==> src/rtl/fsk_pic_scan_dec.sv <==
// fsk_pic_scan_dec
//   Per-channel peak detectors feeding one shared, sequenced binary-to-BCD
//   converter. A scan snapshots every peak, converts the channels one after
//   another by double-dabble and writes each result into a BCD result bank.
//
// Parameters
//   NCH      number of measurement channels (2..8)
//   W        input / peak width, unsigned bits (4..16)
//   ND       BCD digits per result (2..5)
//   DECAY_SH 0 = pure peak hold; k>0 = a lower sample decays pk by pk>>k
//
// Ports
//   clk       system clock, rising edge
//   st        synchronous active-high reset
//   ce        sample strobe; peaks update only when high
//   a_in      packed amplitudes, channel i at [i*W +: W]
//   clr_pk    clear all peak registers (wins over ce)
//   scan_req  start a scan of all channels (ignored while busy)
//   rd_sel    channel select for the read outputs
//   rd_dec    BCD result of channel rd_sel (0 when rd_sel >= NCH)
//   rd_pk     live peak of channel rd_sel (0 when rd_sel >= NCH)
//   ovf       per channel: last converted value exceeded 10^ND-1
//   busy      scan in progress
//   done      one-cycle pulse once the result bank is fully updated
module fsk_pic_scan_dec #(
  parameter int NCH      = 4,
  parameter int W        = 12,
  parameter int ND       = 4,
  parameter int DECAY_SH = 0
) (
  input  logic                     clk,
  input  logic                     st,
  input  logic                     ce,
  input  logic [NCH*W-1:0]         a_in,
  input  logic                     clr_pk,
  input  logic                     scan_req,
  input  logic [$clog2(NCH)-1:0]   rd_sel,
  output logic [4*ND-1:0]          rd_dec,
  output logic [W-1:0]             rd_pk,
  output logic [NCH-1:0]           ovf,
  output logic                     busy,
  output logic                     done
);

  localparam int SW = $clog2(NCH);
  localparam int CW = $clog2(W);

  // Largest value that fits in ND decimal digits.
  localparam logic [31:0] MAXV = 32'(10 ** ND - 1);

  function automatic logic [4*ND-1:0] all_nines();
    logic [4*ND-1:0] r;
    r = '0;
    for (int d = 0; d < ND; d++) r[4*d +: 4] = 4'd9;
    return r;
  endfunction

  localparam logic [4*ND-1:0] ALL9 = all_nines();

  // Double-dabble correction: every digit of 5 or more gets +3 so that the
  // following left shift carries correctly into the next decimal digit.
  function automatic logic [4*ND-1:0] add3(input logic [4*ND-1:0] v);
    logic [4*ND-1:0] r;
    r = v;
    for (int d = 0; d < ND; d++) begin
      if (v[4*d +: 4] >= 4'd5) r[4*d +: 4] = v[4*d +: 4] + 4'd3;
    end
    return r;
  endfunction

  typedef enum logic [1:0] {IDLE, LOAD, SHIFT, STORE} state_t;

  logic [W-1:0]    a    [NCH];
  logic [W-1:0]    pk   [NCH];
  logic [W-1:0]    snap [NCH];
  logic [4*ND-1:0] res  [NCH];

  state_t          state;
  logic [SW-1:0]   ch;
  logic [CW-1:0]   cnt;
  logic [W-1:0]    bin;
  logic [4*ND-1:0] bcd;
  logic [4*ND-1:0] bcd_adj;
  logic            done_pend;

  // Unpack the amplitude bus into one word per channel.
  always_comb begin
    for (int i = 0; i < NCH; i++) a[i] = a_in[i*W +: W];
  end

  // Peak detectors. Clear beats sample; a lower sample either holds the peak
  // or, with decay enabled, removes a fraction of it. pk - (pk>>k) can never
  // go below zero, and stalls once pk < 2^k.
  always_ff @(posedge clk) begin
    if (st || clr_pk) begin
      for (int i = 0; i < NCH; i++) pk[i] <= '0;
    end else if (ce) begin
      for (int i = 0; i < NCH; i++) begin
        if (a[i] >= pk[i]) pk[i] <= a[i];
        else if (DECAY_SH > 0) pk[i] <= pk[i] - (pk[i] >> DECAY_SH);
      end
    end
  end

  always_comb bcd_adj = add3(bcd);

  // Scan sequencer. The snapshot taken on acceptance decouples the
  // conversion from live peak activity. done is delayed one extra cycle
  // through done_pend, so it rises the cycle after busy falls.
  always_ff @(posedge clk) begin
    if (st) begin
      state     <= IDLE;
      ch        <= '0;
      cnt       <= '0;
      bin       <= '0;
      bcd       <= '0;
      busy      <= 1'b0;
      done      <= 1'b0;
      done_pend <= 1'b0;
      ovf       <= '0;
      for (int i = 0; i < NCH; i++) begin
        res[i]  <= '0;
        snap[i] <= '0;
      end
    end else begin
      done      <= done_pend;
      done_pend <= 1'b0;
      case (state)
        IDLE: begin
          if (scan_req) begin
            for (int i = 0; i < NCH; i++) snap[i] <= pk[i];
            ch    <= '0;
            busy  <= 1'b1;
            state <= LOAD;
          end
        end
        LOAD: begin
          bin   <= snap[ch];
          bcd   <= '0;
          cnt   <= CW'(W - 1);
          state <= SHIFT;
        end
        SHIFT: begin
          {bcd, bin} <= {bcd_adj, bin} << 1;
          cnt        <= cnt - 1'b1;
          if (cnt == '0) state <= STORE;
        end
        STORE: begin
          if ({{(32-W){1'b0}}, snap[ch]} > MAXV) begin
            res[ch] <= ALL9;
            ovf[ch] <= 1'b1;
          end else begin
            res[ch] <= bcd;
            ovf[ch] <= 1'b0;
          end
          if (ch == SW'(NCH - 1)) begin
            busy      <= 1'b0;
            done_pend <= 1'b1;
            state     <= IDLE;
          end else begin
            ch    <= ch + 1'b1;
            state <= LOAD;
          end
        end
        default: state <= IDLE;
      endcase
    end
  end

  // Read mux; out-of-range selects read as zero.
  always_comb begin
    rd_dec = '0;
    rd_pk  = '0;
    if ({1'b0, rd_sel} < (SW+1)'(NCH)) begin
      rd_dec = res[rd_sel];
      rd_pk  = pk[rd_sel];
    end
  end

endmodule

==> config.mk <==
export PLATFORM = sky130hd
export DESIGN_NAME = fsk_pic_scan_dec
export DESIGN_NICKNAME = d
export VERILOG_FILES = /design/src/rtl/fsk_pic_scan_dec.sv
export SDC_FILE = /design/constraint.sdc
export NUM_CORES = 1
export LEC_CHECK = 0
export CELL_PAD_IN_SITES_DETAIL_PLACEMENT = 0
export CELL_PAD_IN_SITES_GLOBAL_PLACEMENT = 1
export CORE_ASPECT_RATIO = 1.75
export CORE_MARGIN = 4
export CORE_UTILIZATION = 51
export CTS_CLUSTER_DIAMETER = 100
export DETAILED_ROUTE_END_ITERATION = 16
export MAX_ROUTING_LAYER = met4
export PLACE_DENSITY_LB_ADDON = 0.1
export SYNTH_ARGS = -nofsm -noshare
export SYNTH_HDL_FRONTEND = slang
export SYNTH_SLANG_ARGS = --single-unit
==> constraint.sdc <==
create_clock -name clk -period 6.5 [get_ports clk]
set_input_delay 1.3 -clock clk [delete_from_list [all_inputs] [get_ports clk]]
set_output_delay 1.3 -clock clk [all_outputs]
set_load 0.05 [all_outputs]
==> results of run 1 <==
sequential cells by signal, indices dropped and copies added, names as in the netlist, named ones only:
name	cells
res	64
pk	48
snap	48
bcd	16
bin	12
cnt	4
ovf	4
ch	2
state	2
busy	1
done	1
done_pend	1
cell families (layout without fill, tap and decap cells):
group,count (synthesis),in the layout,share of synthesized area
adder cells (fa/ha/maj),65,65,0.0792
multiplexers,44,44,0.0920
buffers and inverters,121,203,0.0463
AND/OR/NAND/NOR,300,300,0.152
flip-flops,205,205,0.556
XOR/XNOR,7,7,0.00597
AO/OA/AOI/OAI,101,101,0.0686
worst paths after layout:
path / endpoint / slack, ps / depth (start not counted)
worst max-delay path: rd_dec[3] / 1790 / 3
worst min-delay path: ovf[1] / 450 / 2
worst max register to register: pk[3][7] / 3390 / 7
worst min register to register: ovf[1] / 450 / 2
per-stage QoR:
stage                     setup WS, ps   util
after floorplan                   2620      -
after global placement            1810  0.572
after detailed placement          1740  0.572
after CTS                         1730  0.605
after global routing              1660  0.605
final                             1790  0.605
critical path: cells and delay by family:
kind	cells	cell delay (ps)
buffers and inverters	2	1480
multiplexers	1	610
area by class of cell:
class / count / area [um2]
Timing Repair Buffer: 96 / 931
Sequential cell: 205 / 5710
Clock buffer: 28 / 572
Inverter: 71 / 267
Tap cell: 245 / 307
Fill cell: 1643 / 7790
Clock inverter: 8 / 73.8
Multi-Input combinational cell: 517 / 4090
metal layers:
layer	vias up	track usage	wire length, um
met3	76	0.0201	695
li1	3260	-	-
met4	0	0.128	1720
met2	187	0.472	15400
met1	3359	0.232	8600
met5	-	-	0
cells in the mapped netlist, types with 3 or more instances:
cell	instances
o31ai_1	4
nand3_1	10
and3_1	21
nand2_1	48
a221oi_1	3
or2_2	3
edfxtp_1	160
xor2_1	3
o21ai_0	16
nor2b_1	7
a311oi_1	12
a21o_1	4
clkbuf_1	39
dfxtp_1	45
a2bb2oi_1	4
inv_1	69
mux2_2	3
nor2_1	58
a2111o_1	3
buf_1	4
a21oi_1	31
buf_2	5
and3_2	4
xnor2_1	4
a22oi_1	7
nand4_1	7
a32oi_1	4
and2_1	48
nor3b_1	3
mux4_2	40
ha_1	65
nor4_1	24
nor3_1	53
nand2b_1	10
a211oi_1	4
power breakdown:
part / internal (mW) / total [mW] / switching, mW / leakage [nW]
logic: 0.284 / 0.790 / 0.506 / 2.00
clock network: 0.658 / 1.15 / 0.489 / 0.308
registers: 1.58 / 1.66 / 0.0794 / 2.09
cell usage in the layout, fill, tap and decap left out, types with 3 or more instances in the layout:
cell	Yosys	final
nor2_1	58	58
edfxtp_1	160	160
clkbuf_16	0	21
o21ai_0	16	15
inv_1	69	69
nand2_1	48	48
and3_1	21	21
a2bb2oi_1	4	4
nand3_1	10	10
nor4_1	24	24
buf_4	0	8
a211oi_1	4	4
mux4_2	40	40
xnor2_1	4	4
and3_2	4	4
nor3_1	53	53
a21o_1	4	4
o31ai_1	4	4
a21oi_1	31	31
a22oi_1	7	7
a311oi_1	12	12
clkbuf_1	39	5
dfxtp_1	45	45
and2_1	48	48
ha_1	65	65
nand4_1	7	7
xor2_1	3	3
nand2b_1	10	9
a2111o_1	3	3
nor2b_1	7	7
or2_2	3	3
a32oi_1	4	4
a221oi_1	3	3
clkdlybuf4s50_1	0	86
mux2_2	3	3
==> impl_results.md, run 1 <==
- Outcome: finished, final reports clean
- Hpwl dp: 20200 um
- Placed cell areas: 11300 um2
- DIE AREA: about 23000 um2
- Worst hold margin: 446 ps
- Crit end category: primary output
- Rows: just under 70
- Die H: ~200 um
- # IOs: 89
- Tmin final: ~4700 ps
- Max incr delay on CP: roughly 750 ps
- Count of cell types in the netlist: 48
- Pins Over Slew Limit: 0
- Wire length per cell: ~23 um
- Cell Pwr Density: ~300 nW/um2
- Origin of the worst setup path: rd_sel[0]
- Peak VDD IR: ~0.21 mV
- Least-Margin Pin Slew: between 1000 and 1500 ps
- RSZ-0062 raised after global routing: no
- Seq/Total Area, Yosys: 0.556
- Clock transition at the registers of the reported paths: 70 ps
- Antenna cells: 0
- Post-CTS sizing: 0
- Hold-fix buffers, CTS: 0
- Detailed Route WL: around 26000 um
- Core ar.: 19700 um2
- Design Area, Final: approximately 12000 um2
- Post-synthesis sequential element count: a little over 200
- Fin Clk Skew: about 11 ps
- Crit Path Max Fanout: 28
- Starting density of the core: 0.520
- Final worst-path cycle share: 0.724
- Avg Cell Area, Syn: roughly 12 um2
- Total GRT Usage: 0.245
- Max Fclk: around 210 MHz
- Cell Area, Synth: about 10000 um2
- GPL Wtd Cong: a little over 0.9
- Iteration-0 DRC Markers: approximately 380
- First-pass GRT wire length: between 40000 and 50000 um
- Synth area leader: edfxtp_1
- PortBufs: 88
- Via density: 5.88
- Antenna violations before repair: 0
- Hold Crit Class: register to register
- Layout cells sized above 1: 0.107
- CP startpoint kind: input pin
- Total negative slack: 0 ps
- Synth warn: 0
- CTS tree: yes
- Slew margin rel.: 0.237
- Worst Hold Launch: ovf[1]
- Root Driver: clkbuf_16
- Overflow after GRT: 0
- First-pass DRT Iterations: 5
- Vias: ~6.9k
- Tot Pwr: approximately 3.6 mW
- Antenna viol nets, final: 0
- Number of setup buffers added after CTS: 0
- Syn nets: between 900 and 1k
- Final Hold Viols: 0
- Synth top area share: 0.468
- Final std cells w/o fill: 1170
- Pleak: approximately 4.4 nW
- Worst Path Required: approximately 5200 ps
- Final setup viols: 0
- Vias in the first global route: between 7k and 8k
- Die Width: between 100 and 150 um
- Crit Path Class: input pin to primary output
- Area delta synth->final: 16.4%
- Synth area leaders: edfxtp_1 47%, dfxtp_1 8.8%, mux4_2 8.8%, ha_1 7.9%, and2_1 2.9%
- Placed cells: around 1.1k
- CTS max path bufs: 3
- # H-tree levels: 1
- Slowest stage cell, crit path: buf_2
- Post-synth EDFFs: 160
- Layout net count: ~1.0k
- Pin count of the biggest net entering global routing: 86
- CTS Sinks: just over 200
- Total clock buffers created by CTS: 20
- MaxCap Viol Count: 0
- Asr flop ratio synth: 0
- Post-route DRC: 0
- Crit path DAT: ~3400 ps
- Clk Latency, worst-skew pair: 490 ps
- Mapped Cells: 843
- Main synth FF type: edfxtp_1
- Reg2reg start: pk[3][1]
- Critical path, cell by cell: buf_2 > mux4_2 > clkdlybuf4s50_1
Note: power is estimated with default switching activity, not from simulation.
==> run 2: changes to the inputs <==
--- a/config.mk
+++ b/config.mk
@@ -9,7 +9,7 @@
 export CELL_PAD_IN_SITES_GLOBAL_PLACEMENT = 1
 export CORE_ASPECT_RATIO = 1.75
 export CORE_MARGIN = 4
-export CORE_UTILIZATION = 51
+export CORE_UTILIZATION = 47
 export CTS_CLUSTER_DIAMETER = 100
 export DETAILED_ROUTE_END_ITERATION = 16
 export MAX_ROUTING_LAYER = met4
==> constraint.sdc (replaced) <==
create_clock -name clk -period 4.47 [get_ports clk]
set_input_delay 0.894 -clock clk [delete_from_list [all_inputs] [get_ports clk]]
set_output_delay 0.894 -clock clk [all_outputs]
set_load 0.05 [all_outputs]
==> run 2 against run 1 <==
Worst hold slack got worse by 5.1 ps. First-iteration DRC count up 21%. Via count decreased by 0.76%. Die area increased by 8.0%. Clock power is 72% higher. Critical path depth increased by 1. Routed wire length increased by 2.5%. Final cell count increased by 4.8%. Clock-buffer cell count is 6 lower. Clock skew decreased by 5.0 ps. Combinational power up 49%. Power rose by 55%. Critical endpoint is now rd_pk[0]. Largest cell class unchanged. Largest power group unchanged.
==> impl_results.md, run 2 (synthesized netlist as in run 1, its figures left out) <==
- Outcome: finished, final reports clean
- RSZ-0062 raised after global routing: no
- Tmin final: roughly 3300 ps
- Root Driver: clkbuf_16
- Hold Crit Class: register to register
- Pin count of the biggest net entering global routing: between 60 and 70
- Peak VDD IR: just over 0.3 mV
- GPL Wtd Cong: between 0.9 and 1
- Number of setup buffers added after CTS: 0
- Final core occ: 0.569
- Layout net count: about 1.0k
- Post-CTS sizing: 0
- Most common cell after layout, fill and taps aside: edfxtp_1
- Worst hold margin: 441 ps
- Hold-fix buffers, CTS: 0
- Final Hold Viols: 0
- Final worst-path cycle share: 0.732
- Total negative slack: 0 ps
- Cell Pwr Density: 455 nW/um2
- Total clock buffers created by CTS: 20
- Die H: between 200 and 250 um
- Net switching power: roughly 1.6 mW
- Setup slack at placement: 733 ps
- MaxCap Viol Count: 0
- CP startpoint kind: input pin
- Hpwl dp: about 21000 um
- Net Sw Frac: 0.287
- Largest reg by FF count: res
- # IOs: just under 90
- Area delta synth->final: 19.2%
- Die Width: about 120 um
- Pleak: between 4 and 5 nW
- Rows: 71
- Core ar.: 21500 um2
- Crit end category: primary output
- Starting density of the core: 0.477
- PortBufs: 88
- Vias: 6830
- Crit Path Max Fanout: 28
- Clk Latency, worst-skew pair: between 400 and 500 ps
- Vias in the first global route: around 7.3k
- Reg power frac: 0.433
- Comb pwr share: 0.212
- # H-tree levels: 1
- Placed cell areas: around 11000 um2
- Total GRT Usage: 0.233
- Worst setup margin: approximately 1200 ps
- DIE AREA: between 20000 and 25000 um2
- Worst Path Required: about 3600 ps
- CTS max path bufs: 3
- Detailed Route WL: ~27000 um
- Largest regs: res: 64 flops, pk: 48 flops, snap: 48 flops
- Iteration-0 DRC Markers: ~470
- Max Fclk: around 300 MHz
- CTS Sinks: 205
- Antenna violations before repair: 0
- Crit Path Class: input pin to primary output
- First-pass GRT wire length: 41700 um
- Post-route DRC: 0
- Slew margin rel.: 0.396
- Final setup viols: 0
- Least-Margin Pin Slew: roughly 900 ps
- First-pass DRT Iterations: 4
- Layout cells sized above 1: 0.150
- Crit path DAT: 2380 ps
- Clock power share: 0.355
- Via density: between 5 and 6
- Pins Over Slew Limit: 0
- Reg-to-reg slack, setup: 1680 ps
- Clock transition at the registers of the reported paths: about 60 ps
- Commonest cells after routing, fill and taps aside: 160 x edfxtp_1, 69 x inv_1, 65 x ha_1
- Wire length per cell: 22.1 um
- Antenna viol nets, final: 0
- Overflow after GRT: 0
- Antenna cells: 0
- Design Area, Final: 12200 um2
- Int Pwr: just under 4 mW
- Fin Clk Skew: around 6 ps
- Largest register FFs: 64
- CTS tree: yes
-- run 2: cell count changes in the layout (fill, tap and decap cells not counted), sizes merged --
cell	delta
buf	+37
bufinv	+6
clkbuf	-6
clkdlybuf4s50	-28
clkinv	+2
clkinvlp	-2
-- run 2: path summary, 6_finish.rpt --
check             endpoint  cells past startpoint  startpoint
hold reg to reg     ovf[1]                      2      ovf[1]
setup reg to reg  pk[1][8]                      6    pk[1][0]
hold / removal      ovf[1]                      2      ovf[1]
setup / recovery  rd_pk[0]                      4   rd_sel[1]
-- run 2: power by group through the flow --
stage          logic (mW)  clock network (mW)  registers [mW]
2_1_floorplan       0.828                   0            2.40
3_3_place_gp         1.16                   0            2.44
3_5_place_dp         1.19                   0            2.45
4_1_cts              1.20                2.01            2.41
5_1_grt              1.30                2.10            2.43
6_report             1.18                1.98            2.41
-- run 2: cell type report --
type	instances	area (um2)
Inverter	71	267
Fill cell	1836	9260
Clock inverter	14	270
Multi-Input combinational cell	517	4090
Timing Repair Buffer	105	1030
Clock buffer	22	508
Sequential cell	205	5710
Tap cell	292	365
-- run 2: metal layers --
layer / global-route usage / vias to the layer above / share of wire
li1: - / 3271 / -
met1: 0.207 / 3325 / 0.32
met2: 0.461 / 165 / 0.58
met3: 0.0250 / 69 / 0.028
met4: 0.138 / 0 / 0.075
met5: - / - / 0
-- run 2: stage by stage --
step | total power [mW] | cells
3_5_place_dp | 3.64 | 1190
5_1_grt | 5.83 | 1226
2_1_floorplan | 3.22 | 843
4_1_cts | 5.62 | 1226
6_report | 5.56 | 1226
3_3_place_gp | 3.61 | 1190
-- run 2: critical path: stages --
cell and delay (ps):
clkdlybuf4s50_1 460, buf_4 370, mux4_2 450, buf_12 180
==> run 3: changes to the inputs <==
==> constraint.sdc (replaced) <==
create_clock -name clk -period 3.4 [get_ports clk]
set_input_delay 0.68 -clock clk [delete_from_list [all_inputs] [get_ports clk]]
set_output_delay 0.68 -clock clk [all_outputs]
set_load 0.05 [all_outputs]
==> run 3 against run 2 <==
Sequential cell count stayed put. Setup slack worse by 670 ps. Critical path depth rose by 4. Via count is 1.2% higher. Combinational power grew 42%. Global-route usage up 0.37 points. Worst hold slack worse by 4.0 ps. Register-to-register slack got worse by 920 ps. Power is 25% higher. Die area stayed put. Critical endpoint is now pk[2][2]. Largest power group unchanged.
==> impl_results.md, run 3 (synthesized netlist as in run 1, its figures left out) <==
- Tmin final: ~2900 ps
- Overflow after GRT: 0
- Worst hold margin: between 400 and 500 ps
- Rows: between 70 and 80
- Number of setup buffers added after CTS: 0
- Antenna violations before repair: 0
- WHS Endpoint: ovf[1]
- Worst Path Required: ~3600 ps
- Detailed Route WL: between 20000 and 30000 um
- Cells on Worst Hold Path: 2
- Starting density of the core: 0.477
- Crit Path Max Fanout: 12
- Die Width: 120 um
- Layout cells sized above 1: 0.147
- Layout net count: about 1.0k
- Final setup viols: 0
- Commonest cells after routing, fill and taps aside: 160 x edfxtp_1, 69 x inv_1, 65 x ha_1
- Total negative slack: 0 ps
- RSZ-0062 raised after global routing: no
- Antenna viol nets, final: 0
- PortBufs: between 80 and 90
- Area delta synth->final: 20.8%
- Core ar.: 21500 um2
- Outcome: finished, final reports clean
- Placed cells: about 1.2k
- Vias: 6910
- Worst R2R End: pk[2][2]
- CTS Sinks: 205
- GR Util met3: 0.0244
- CTS tree: yes
- Reg2reg path depth: 6
- Largest register FFs: 64
- Fin Clk Skew: about 9.4 ps
- Max incr delay on CP: around 500 ps
- M2 GR Usage: 0.483
- Peak VDD IR: 0.321 mV
- Hpwl dp: between 20000 and 25000 um
- GPL Wtd Cong: between 1 and 1.5
- Total clock buffers created by CTS: 20
- Pin count of the biggest net entering global routing: 95
- Reg-to-reg slack, setup: roughly 760 ps
- Slew margin rel.: 0.449
- Met1 Use GR: 0.215
- Root Driver: clkbuf_16
- Least-Margin Pin Slew: ~820 ps
- Cell Pwr Density: 559 nW/um2
- MaxCap Viol Count: 0
- Iteration-0 DRC Markers: approximately 470
- Largest regs: res: 64 flops, pk: 48 flops, snap: 48 flops
- Post-CTS sizing: 0
- First-pass DRT Iterations: 5
- CTS max path bufs: 3
- First-pass GRT wire length: roughly 42000 um
- CP startpoint kind: input pin
- Critical path, cell by cell: clkdlybuf4s50_1 > inv_1 > ha_1 > nand2b_4 > a2111oi_2 > a2111oi_1 > a2111o_1 > a211o_1
- Most common cell after layout, fill and taps aside: edfxtp_1
- Largest reg by FF count: res
- Die H: about 200 um
- # H-tree levels: 1
- Vias in the first global route: around 7.5k
- Max Fclk: 348 MHz
- Pleak: roughly 4.6 nW
- Hold-fix buffers, CTS: 0
- Total GRT Usage: 0.237
- DIE AREA: about 24000 um2
- Worst Hold Launch: ovf[1]
- Reg2reg start: pk[2][0]
- # IOs: ~90
- Antenna cells: 0
- Clock transition at the registers of the reported paths: ~60 ps
- Wire length per cell: approximately 22 um
- Via density: roughly 5.6
- Crit path DAT: 3050 ps
- Pins Over Slew Limit: 0
- Final Hold Viols: 0
- Final std cells w/o fill: approximately 1.2k
- Global route hottest layer: met2
- Crit end category: register
- Crit Path Class: input pin to register
- Slowest stage cell, crit path: a211o_1
- Post-route DRC: 0
- Hold Crit Class: register to register
- Clk Latency, worst-skew pair: a little under 500 ps
- Final worst-path cycle share: 0.845
-- run 3: cell types whose count changed in the layout (fill, tap and decap cells not counted) --
cell,before,now
buf_12,8,31
buf_4,37,19
bufinv_16,7,0
clkbuf_1,2,8
clkbuf_16,20,21
clkbuf_8,0,3
clkinv_1,1,2
clkinv_4,2,0
clkinv_8,1,0
inv_6,1,0
-- run 3: layout make-up --
cell class                 count  area, um2
tap                          292        365
inverter                      71        267
timing repair buffer         110       1350
multi-input combinational    517       4090
clock buffer                  32        597
clock inverter                 4       21.3
fill                        1850       9100
sequential                   205       5710
-- run 3: how the worst max path moves through the flow --
stage / endpoint / startpoint / slack [ps]
4_1_cts: rd_pk[5] / rd_sel[1] / 530
6_report: pk[2][2] / a_in[24] / 530
3_5_place_dp: pk[2][10] / a_in[24] / 40
3_3_place_gp: pk[1][10] / a_in[12] / 120
2_1_floorplan: snap[0][0] / st / 550
5_1_grt: pk[2][1] / a_in[24] / 400
-- run 3: critical path, delay by kind of cell --
| family | cells | cell delay, ps |
|---|---|---|
| AOI/OAI and AO/OA | 4 | 1400 |
| adders and majority gates | 1 | 290 |
| and+or+nand+nor | 1 | 140 |
| buffers and inverters | 2 | 530 |
-- run 3: metrics by stage --
step | setup slack [ps] | cell area, um2 | power, mW | util
final | 527 | 12400 | 6.93 | 0.577
after global routing | 402 | 12400 | 7.26 | 0.577
after CTS | 526 | 12400 | 6.99 | 0.577
after detailed placement | 43.4 | 11800 | 4.89 | 0.548
after global placement | 118 | 11800 | 4.85 | 0.548
after floorplan | 550 | 10300 | 4.24 | -
-- run 3: power breakdown --
group | switching, mW | leakage, nW | internal (mW) | total [mW]
Clock | 0.899 | 0.299 | 1.20 | 2.10
Sequential | 0.145 | 2.09 | 3.01 | 3.16
Combinational | 1.02 | 2.23 | 0.650 | 1.67
Total | 2.06 | 4.62 | 4.87 | 6.93
-- run 3: layer usage --
metal  vias up  wire length [um]  share of wire
li1       3276                 -              -
met1      3413              8770           0.32
met2       163             16700           0.61
met3        58               838          0.030
met4         0              1290          0.047
met5         -                 0              0
==> edit: new RTL, config.mk and constraints of run 3 <==
The parameter `ND` goes from 4 to 5.
--- a/src/rtl/fsk_pic_scan_dec.sv
+++ b/src/rtl/fsk_pic_scan_dec.sv
@@ -25,7 +25,7 @@
 module fsk_pic_scan_dec #(
   parameter int NCH      = 4,
   parameter int W        = 12,
-  parameter int ND       = 4,
+  parameter int ND       = 5,
   parameter int DECAY_SH = 0
 ) (
   input  logic                     clk,
Interface: changed (resized rd_dec); port bits go from 89 to 93. The function was not compared with the original's and may differ.
==> edit against run 3 <==
- total power up 9.9%
- final cell count rose by 7.8%
- global-route usage fell by 1.5 points
- design area is 8.5% higher
- sequential cell count is 20 higher
- sequential power increased by 9.2%
- synthesized area up 8.8%
- routed wire length rose by 1.6%
- worst setup slack improved by 0.0092 ns
- critical path type is now input pin to primary output
- largest cell class unchanged
- highest routed layer unchanged
==> edit: results (changes against run 3) <==
- Leakage: 4.966 nW (+7.5%)
- R2r startpoint: pk[3][10]
- Synthesized netlist net count: 1,047 (+8.7%)
- Slowest stage cell, crit path: mux4_2
- First-pass iteration count of the detailed router: 5 (unchanged)
- Final #Nets: 1,131 (+8.2%)
- Setup Skew: 0.005674 ns (-0.003730 ns)
- Post-synthesis sequential area ratio: 56.11% (+0.52 points)
- Status: completed
- Synth area leaders: edfxtp_1, mux4_2, dfxtp_1, ha_1, and2_1
- Biggest regs: res (80), pk (48), snap (48)
- Post-synth EDFFs: 176 (+10%)
- Reg2reg end: pk[3][9]
- Global-route wire length before repair: 43.46 mm (+2.3%)
- Cts bufs inserted: 21 (+5.0%)
- Max reg flops: 80 (+25%)
- Fraction of layout instances using a drive strength above 1: 15.25% (+0.55 points)
- M1 wire length: 9.243 mm (+5.4%)
- Port Buffers: 92 (+4.5%)
- CP Max Fanout: 32 (+20)
- Gpl congestion: 0.8945 (-12%)
- Gr usage total: 22.18% (-1.5 points)
- Family with the most delay on the worst path: buffers and inverters
- Total number of vias: 7,340 (+6.2%)
- Max VDD drop: 0.3625 mV (+13%)
- Initial DRC count: 522 (+12%)
- CP Data Arrival Time: 2.18 ns (-0.87 ns)
- Unique masters post-synth: 47 (-2.1%)
- Core area: 23,430 sq um (+9.0%)
- Worst slew margin: 23.48% (-21 points)
- Met3 Wirelength: 773 microns (-7.8%)
- Post-DP HPWL: 21.16 mm (-1.9%)
- Synth cell count leaders: edfxtp_1, nor2_1, inv_1, ha_1, nand2_1
- Ant diodes: 0 (unchanged)
- Number of global-route vias before repair: 7,672 (+2.7%)
- Largest net degree at the start of global routing: 57 (-40%)
- NetSw: 0.002253 W (+9.2%)
- Drt wl/cell: 21.12 microns (-5.8%)
- Worst setup startpoint: rd_sel[1]
- CP max stage delay: 0.55 ns (+0.05 ns)
- Wire length on met2: 16.47 mm (-1.4%)
## edit: changes by cell type in the layout (fill, tap and decap cells not counted), sizes merged, moves of 3 or more
cell,change
edfxtp,+16
clkbuf,-9
clkinv,+6
buf,+10
nand2,+15
mux4,+4
nor2,+20
dfxtp,+4
nor4,+6
bufinv,+3
and2,+8
and3,-11
## edit: stage by stage
stage	util [%]	area (sq um)	worst slack [ns]	instances	hold slack (ns)
after CTS	57.45	13460	0.5219	1327	0.4443
after global routing	57.45	13460	0.4827	1327	0.4626
after detailed placement	54.48	12760	0.1163	1290	0.4355
after global placement	54.48	12760	0.1041	1290	0.4318
final	57.45	13460	0.5361	1327	0.4430
after floorplan	-	11170	0.5500	925	0.4138
## edit: cell type report
cell class                 instances  area [sq um]
clock buffer                      23         543.0
clock inverter                    14         152.6
fill                            1952          9968
inverter                          71         266.5
multi-input combinational        570          4404
sequential                       225          6266
tap                              304         380.4
timing repair buffer             120          1444
## edit: worst max-delay path by stage
stage | end | slack (ns) | depth (start not counted)
6_report | rd_pk[2] | 0.54 | 4
5_1_grt | pk[1][4] | 0.48 | 8
4_1_cts | rd_pk[4] | 0.52 | 4
3_5_place_dp | pk[1][10] | 0.12 | 8
3_3_place_gp | pk[1][11] | 0.10 | 8
2_1_floorplan | pk[2][0] | 0.55 | 7
## edit: kinds of logic after synthesis
logic type	share of synthesized area, %
XOR/XNOR	0.7058
AND/OR/NAND/NOR	15.23
multiplexers	9.367
buffers and inverters	4.515
AO/OA/AOI/OAI	6.566
flip-flops	56.11
adder cells (fa/ha/maj)	7.507
## edit: power by group through the flow
| stage | clock, W | combinational [W] | sequential [W] |
|---|---|---|---|
| finish | 0.00242 | 0.00175 | 0.00345 |
| floorplan | 0 | 0.00114 | 0.00343 |
| global placement | 0 | 0.00174 | 0.00351 |
| global route | 0.00258 | 0.00192 | 0.00347 |
| CTS | 0.00246 | 0.00177 | 0.00346 |
| detailed placement | 0 | 0.00176 | 0.00352 |
## edit: per-layer routing
layer,up-vias,GRT usage [%]
li1,3571,-
met5,-,-
met3,62,1.969
met2,163,43.98
met4,0,10.33
met1,3544,21.28
## edit: worst register-to-register path, cell delays in order (launching register included)
cell       delay (ns)
edfxtp_1         0.43
inv_1            0.11
ha_1             0.30
nand2_1          0.05
o21ai_0          0.30
or3_1            0.16
a2bb2oi_1        0.91
